===== src/rtl/tipi_rpi_serial_ctrl_pkg.sv =====
// Shared definitions for the TIPI <-> Raspberry Pi serial register exchange.
// Covers the register-select codes, the FSM state encodings and the default data width.
package tipi_rpi_serial_ctrl_pkg;

    localparam int TIPI_DATA_W = 8;

    // Register addressed by a serial frame.
    typedef enum logic [1:0] {
        REGSEL_TD = 2'b00,
        REGSEL_TC = 2'b01,
        REGSEL_RD = 2'b10,
        REGSEL_RC = 2'b11
    } regsel_e;

    // Frame controller states.
    typedef enum logic [1:0] {
        ST_IDLE   = 2'b00,
        ST_SHIFT  = 2'b01,
        ST_COMMIT = 2'b10
    } state_e;

endpackage


===== src/rtl/tipi_sync_edge.sv =====
// Multi-flop synchroniser for asynchronous RPi GPIO inputs.
// Produces the synchronised level plus rise/fall strobes.
// The strobes are taken from the last stage against its delayed copy.
// The reset value is chosen per bit, so that releasing reset never fakes an edge.
module tipi_sync_edge #(
    parameter int               SYNC_STAGES = 2,
    parameter int               WIDTH       = 1,
    parameter logic [WIDTH-1:0] RST_VAL     = {WIDTH{1'b0}}
) (
    input  logic             clk,
    input  logic             rst_n,
    input  logic [WIDTH-1:0] async_in,
    output logic [WIDTH-1:0] sync,
    output logic [WIDTH-1:0] rise,
    output logic [WIDTH-1:0] fall
);

    logic [WIDTH-1:0] stage_r [SYNC_STAGES];
    logic [WIDTH-1:0] prev_r;

    // Synchroniser chain plus one delay flop for edge detection
    always_ff @(posedge clk or negedge rst_n) begin
        if (!rst_n) begin
            for (int i = 0; i < SYNC_STAGES; i++) begin
                stage_r[i] <= RST_VAL;
            end
            prev_r <= RST_VAL;
        end else begin
            stage_r[0] <= async_in;
            for (int i = 1; i < SYNC_STAGES; i++) begin
                stage_r[i] <= stage_r[i-1];
            end
            prev_r <= stage_r[SYNC_STAGES-1];
        end
    end

    assign sync = stage_r[SYNC_STAGES-1];
    assign rise = stage_r[SYNC_STAGES-1] & ~prev_r;
    assign fall = ~stage_r[SYNC_STAGES-1] & prev_r;

endmodule


===== src/rtl/tipi_rpi_serial_ctrl.sv =====
// TIPI serial register-exchange controller.
// Holds TD/TC (TI -> RPi) and RD/RC (RPi -> TI).
// The RPi moves any of these registers in an 8-bit, MSB-first frame: le low, 8 sclk rises, le high.
// Writes to RD/RC are committed only when the frame is well-formed.
module tipi_rpi_serial_ctrl
    import tipi_rpi_serial_ctrl_pkg::*;
#(
    parameter int SYNC_STAGES = 2,
    parameter int DATA_W      = TIPI_DATA_W
) (
    input  logic              clk,
    input  logic              rst_n,
    input  logic              ti_td_wr,
    input  logic              ti_tc_wr,
    input  logic [DATA_W-1:0] ti_wdata,
    output logic [DATA_W-1:0] td_q,
    output logic [DATA_W-1:0] tc_q,
    output logic [DATA_W-1:0] rd_q,
    output logic [DATA_W-1:0] rc_q,
    input  logic              rpi_sclk,
    input  logic              rpi_le,
    input  logic [1:0]        rpi_regsel,
    input  logic              rpi_sdata_in,
    output logic              rpi_sdata_out,
    output logic              rd_wr_stb,
    output logic              rc_wr_stb,
    output logic              frame_err,
    output logic              busy
);

    localparam int              CNT_W    = $clog2(DATA_W) + 1;
    localparam logic [CNT_W-1:0] CNT_FULL = CNT_W'(DATA_W);
    localparam logic [CNT_W-1:0] CNT_ONE  = CNT_W'(1);

    // Synchronised RPi inputs
    logic       sclk_rise_s;
    logic       le_rise_s;
    logic       le_fall_s;
    logic [2:0] data_sync_s;
    logic       sclk_sync_unused_s;
    logic       sclk_fall_unused_s;
    logic       le_sync_unused_s;
    logic [2:0] data_rise_unused_s;
    logic [2:0] data_fall_unused_s;

    // Frame state
    state_e            state_r;
    state_e            state_nxt_s;
    regsel_e           sel_r;
    logic [DATA_W-1:0] shift_r;
    logic [CNT_W-1:0]  bit_cnt_r;
    logic              overrun_r;
    logic              busy_r;

    // FSM decisions for the current cycle
    logic              frame_start_s;
    logic              shift_en_s;
    logic              overrun_set_s;
    logic              commit_s;
    logic              abort_s;
    logic [DATA_W-1:0] frame_load_s;

    tipi_sync_edge #(.SYNC_STAGES(SYNC_STAGES), .WIDTH(1), .RST_VAL(1'b0)) u_sync_sclk (
        .clk      (clk),
        .rst_n    (rst_n),
        .async_in (rpi_sclk),
        .sync     (sclk_sync_unused_s),
        .rise     (sclk_rise_s),
        .fall     (sclk_fall_unused_s)
    );

    tipi_sync_edge #(.SYNC_STAGES(SYNC_STAGES), .WIDTH(1), .RST_VAL(1'b1)) u_sync_le (
        .clk      (clk),
        .rst_n    (rst_n),
        .async_in (rpi_le),
        .sync     (le_sync_unused_s),
        .rise     (le_rise_s),
        .fall     (le_fall_s)
    );

    tipi_sync_edge #(.SYNC_STAGES(SYNC_STAGES), .WIDTH(3), .RST_VAL(3'b000)) u_sync_data (
        .clk      (clk),
        .rst_n    (rst_n),
        .async_in ({rpi_regsel, rpi_sdata_in}),
        .sync     (data_sync_s),
        .rise     (data_rise_unused_s),
        .fall     (data_fall_unused_s)
    );

    // Next-state logic; le events take priority over a coincident sclk edge
    always_comb begin
        state_nxt_s   = state_r;
        frame_start_s = 1'b0;
        shift_en_s    = 1'b0;
        overrun_set_s = 1'b0;
        commit_s      = 1'b0;
        abort_s       = 1'b0;
        case (state_r)
            ST_IDLE: begin
                if (le_fall_s) begin
                    state_nxt_s   = ST_SHIFT;
                    frame_start_s = 1'b1;
                end else begin
                    state_nxt_s = ST_IDLE;
                end
            end
            ST_SHIFT: begin
                if (le_rise_s) begin
                    if ((bit_cnt_r == CNT_FULL) && !overrun_r) begin
                        state_nxt_s = ST_COMMIT;
                    end else begin
                        state_nxt_s = ST_IDLE;
                        abort_s     = 1'b1;
                    end
                end else if (sclk_rise_s) begin
                    if (bit_cnt_r == CNT_FULL) begin
                        overrun_set_s = 1'b1;
                    end else begin
                        shift_en_s = 1'b1;
                    end
                end else begin
                    state_nxt_s = ST_SHIFT;
                end
            end
            ST_COMMIT: begin
                state_nxt_s = ST_IDLE;
                commit_s    = 1'b1;
            end
            default: begin
                state_nxt_s = ST_IDLE;
            end
        endcase
    end

    // Snapshot loaded at frame start; a same-cycle TI write is bypassed in
    always_comb begin
        frame_load_s = {DATA_W{1'b0}};
        case (data_sync_s[2:1])
            REGSEL_TD: begin
                if (ti_td_wr) begin
                    frame_load_s = ti_wdata;
                end else begin
                    frame_load_s = td_q;
                end
            end
            REGSEL_TC: begin
                if (ti_tc_wr) begin
                    frame_load_s = ti_wdata;
                end else begin
                    frame_load_s = tc_q;
                end
            end
            default: begin
                frame_load_s = {DATA_W{1'b0}};
            end
        endcase
    end

    // FSM state register and registered busy flag
    always_ff @(posedge clk or negedge rst_n) begin
        if (!rst_n) begin
            state_r <= ST_IDLE;
            busy_r  <= 1'b0;
        end else begin
            state_r <= state_nxt_s;
            busy_r  <= (state_nxt_s != ST_IDLE);
        end
    end

    // Frame datapath: select capture, shift register, saturating bit counter, overrun flag
    always_ff @(posedge clk or negedge rst_n) begin
        if (!rst_n) begin
            sel_r     <= REGSEL_TD;
            shift_r   <= {DATA_W{1'b0}};
            bit_cnt_r <= {CNT_W{1'b0}};
            overrun_r <= 1'b0;
        end else if (frame_start_s) begin
            sel_r     <= regsel_e'(data_sync_s[2:1]);
            shift_r   <= frame_load_s;
            bit_cnt_r <= {CNT_W{1'b0}};
            overrun_r <= 1'b0;
        end else if (shift_en_s) begin
            shift_r   <= {shift_r[DATA_W-2:0], data_sync_s[0]};
            bit_cnt_r <= bit_cnt_r + CNT_ONE;
        end else if (overrun_set_s) begin
            overrun_r <= 1'b1;
        end
    end

    // TI-written holding registers; writable in any FSM state
    always_ff @(posedge clk or negedge rst_n) begin
        if (!rst_n) begin
            td_q <= {DATA_W{1'b0}};
            tc_q <= {DATA_W{1'b0}};
        end else begin
            if (ti_td_wr) begin
                td_q <= ti_wdata;
            end
            if (ti_tc_wr) begin
                tc_q <= ti_wdata;
            end
        end
    end

    // RPi-written holding registers and the commit/abort strobes
    always_ff @(posedge clk or negedge rst_n) begin
        if (!rst_n) begin
            rd_q      <= {DATA_W{1'b0}};
            rc_q      <= {DATA_W{1'b0}};
            rd_wr_stb <= 1'b0;
            rc_wr_stb <= 1'b0;
            frame_err <= 1'b0;
        end else begin
            rd_wr_stb <= commit_s && (sel_r == REGSEL_RD);
            rc_wr_stb <= commit_s && (sel_r == REGSEL_RC);
            frame_err <= abort_s;
            if (commit_s && (sel_r == REGSEL_RD)) begin
                rd_q <= shift_r;
            end
            if (commit_s && (sel_r == REGSEL_RC)) begin
                rc_q <= shift_r;
            end
        end
    end

    assign rpi_sdata_out = shift_r[DATA_W-1];
    assign busy          = busy_r;

endmodule


===== config.mk =====
export PLATFORM = sky130hd
export DESIGN_NAME = tipi_rpi_serial_ctrl
export DESIGN_NICKNAME = d
export VERILOG_FILES = /design/src/rtl/tipi_rpi_serial_ctrl_pkg.sv /design/src/rtl/tipi_sync_edge.sv /design/src/rtl/tipi_rpi_serial_ctrl.sv
export SDC_FILE = /design/constraint.sdc
export NUM_CORES = 1
export LEC_CHECK = 0
export CAP_MARGIN = 20
export CORE_MARGIN = 8
export CORE_UTILIZATION = 51
export DETAILED_ROUTE_END_ITERATION = 12
export GPL_ROUTABILITY_DRIVEN = 0
export GPL_TIMING_DRIVEN = 0
export PLACE_DENSITY = 0.81
export SYNTH_ARGS = -nofsm -noshare
export SYNTH_HDL_FRONTEND = slang
export SYNTH_HIERARCHICAL = 1
export SYNTH_SLANG_ARGS = --single-unit

===== constraint.sdc =====
create_clock -name clk -period 1.7 [get_ports clk]
set_input_delay 0.255 -clock clk [delete_from_list [all_inputs] [get_ports clk]]
set_output_delay 0.255 -clock clk [all_outputs]
set_load 0.03 [all_outputs]

==> key figures <==
Logic synthesis
  • Syn Area/Cell: 13.4 µm²
  • Syn Inst Count: 198
  • Synth warn: 6
  • Post-synth net total: approximately 220
  • Post-synthesis instance area: 2650 µm²

Timing
  • Period minus WS final: 1.66 ns
  • Skew final: 0.00672 ns
  • Count of final hold-check violations: 0
  • Worst Tran Pin Value: 0.776 ns
  • Slew HR: 0.483
  • Final Setup Violations: 0
  • RSZ-0062 raised after global routing: false
  • Max Fclk: 0.603 GHz
  • Crit share post-route: 0.976
  • Count of pins over their slew limit: 0
  • Final WS setup: 0.0405 ns

Finish
  • Fraction of layout cells with a size suffix above 1: 0.246
  • Most common cell after layout, fill and taps aside: dfrtp_1
  • Filler cells: 408
  • Final net count: 278
  • Ant. Diodes: 0
  • Post-Layout Cell Count: around 330
  • Area delta synth->final: 29.6%
  • Core Util, Final: 0.676
  • Post-route cell area: about 3400 µm²
  • Most frequent cells in the layout: dfrtp_1, clkdlybuf4s50_1, mux2_2, nand2_1, o221ai_1

Drt
  • Top layer in use: met4
  • DR WL met2: 2630 µm
  • Vias: approximately 1,800
  • Met3 wire len: 429 µm
  • Wl on met1: 2320 µm
  • First DRT Iteration DRCs: 81
  • Post-Route WL: between 5000 and 6000 µm
  • Avg WL per Cell: 16.3 µm
  • Vias/cell: 5.39
  • # DRC: 0
  • Post-route ant nets: 0
  • Drt pass-1 iters: 4

Critical path
  • Crit-path slowest cell: clkdlybuf4s50_1
  • Instance count on the critical path: 1
  • Reg2reg start: u_sync_le/prev_r
  • WS Path Type: reg -> out
  • WP buf/inv: 1
  • Crit path from: tc_q[4]
  • Critical Path End Type: output port
  • Reg2reg end: shift_r[0]
  • Critical path's largest stage delay: 0.71 ns
  • Required time of the critical path: 1.44 ns
  • Critical path launch point type: flop
  • Largest delay contributor family on the critical path: buffers and inverters
  • Crit-path max FO: 3
  • Crit path cell chain: clkdlybuf4s50_1
  • Worst Setup EP: tc_q[4]
  • CP arrival: between 1 and 1.5 ns
  • R2R cell count: 5
  • Worst R2R Setup Slack: 0.06 ns

Placed design
  • Placed Cells: 320
  • Placed instance area: about 3300 µm²
  • # port buffers: 52
  • DP HPWL: 3930 µm
  • Pre-CTS setup slack: -0.244 ns

Clock tree
  • Clk Tree Root Cell: clkbuf_8
  • Worst-Skew Late Latency: approximately 0.32 ns
  • Clk slew on worst S/H paths: 0.06 ns
  • CTS tree: built
  • Clk buf depth: 2
  • CTS Sinks: 65
  • Setup Fix Bufs, Post-CTS: 0
  • CTS Hold Bufs: 0
  • CTS Buf Count: 9
  • H-tree Lvls: 3
  • Post_cts resized: 2

Power
  • Max IR drop VDD: 730 µV
  • Total power: 3.58 mW
  • Leak: 1.54 nW
  • P per Cell Area: between 1000 and 1500 nW/µm²

Floorplan
  • Full die area: 7750 µm²
  • DIE HEIGHT: roughly 90 µm
  • Die Width: 88.1 µm
  • Top Ports: 54
  • Initial Utilization: 0.522
  • Core ar.: 5070 µm²
  • Row count: 26

GRT
  • Total GRT Usage: 0.150
  • Vias in the first global route: just under 2,000
  • GRT Residual Overflow: 0
  • First-pass GRT wire length: 8960 µm
  • Initial antenna violation count: 0
  • Largest net degree at the start of global routing: between 60 and 70

Worst hold path
  • Min-Delay Path Class: in -> async

Status
  • Status: complete, no violations

Job
  • Max_cap viols: 0
[layout make-up]
cell class                      count  area, µm²  share of cell area
Timing Repair Buffer               52        527               0.153
Clock inverter                      1       5.00             0.00146
Sequential cell                    65       1630               0.475
Inverter                            3       11.3             0.00328
Tap cell                           70       87.6              0.0255
Buffer                             12       73.8              0.0215
Multi-Input combinational cell    116        951               0.277
Clock buffer                       15        146              0.0427
[state kept, by name, summed over array words and instances (netlist names)]
register and cells:
u_sync_le/sync 1, overrun_r 1, td_q 8, u_sync_le/stage_r 1, busy 1, shift_r 8, bit_cnt_r 4, rd_q 8
u_sync_data/sync 3, rc_wr_stb 1, u_sync_le/prev_r 1, frame_err 1, u_sync_sclk/stage_r 1, sel_r 2, u_sync_sclk/prev_r 1, tc_q 8
u_sync_sclk/sync 1, u_sync_data/stage_r 3, rd_wr_stb 1, state_r 2, rc_q 8
[per-layer routing]
layer	GRT usage	vias to the layer above
met5	0	-
met4	0.0753	0
met1	0.168	893
met2	0.249	63
met3	0.0525	6
li1	-	839
[how the worst min path moves through the flow]
stage / end / slack, ns / cells after the start
after floorplan: bit_cnt_r[0] / -0.04 / 0
after global placement: u_sync_sclk/sync / 0.33 / 0
after detailed placement: u_sync_data/sync[0] / 0.34 / 0
after CTS: tc_q[1] / 0.03 / 1
after global routing: u_sync_data/stage_r[3] / 0.07 / 1
final: u_sync_sclk/prev_r / 0.01 / 1
[through the flow]
stage                     hold WS (ns)  TNS (ns)
after floorplan                -0.0406         0
after global placement           0.333   -108.60
after detailed placement         0.336     -1.83
after CTS                       0.0325         0
after global routing            0.0735         0
final                           0.0110         0
[power breakdown]
| group | switching [mW] | internal (mW) |
|---|---|---|
| clock network | 0.502 | 0.531 |
| registers | 0.171 | 1.73 |
| logic | 0.351 | 0.296 |
| total | 1.02 | 2.55 |
(Power assumes the default switching activity.)
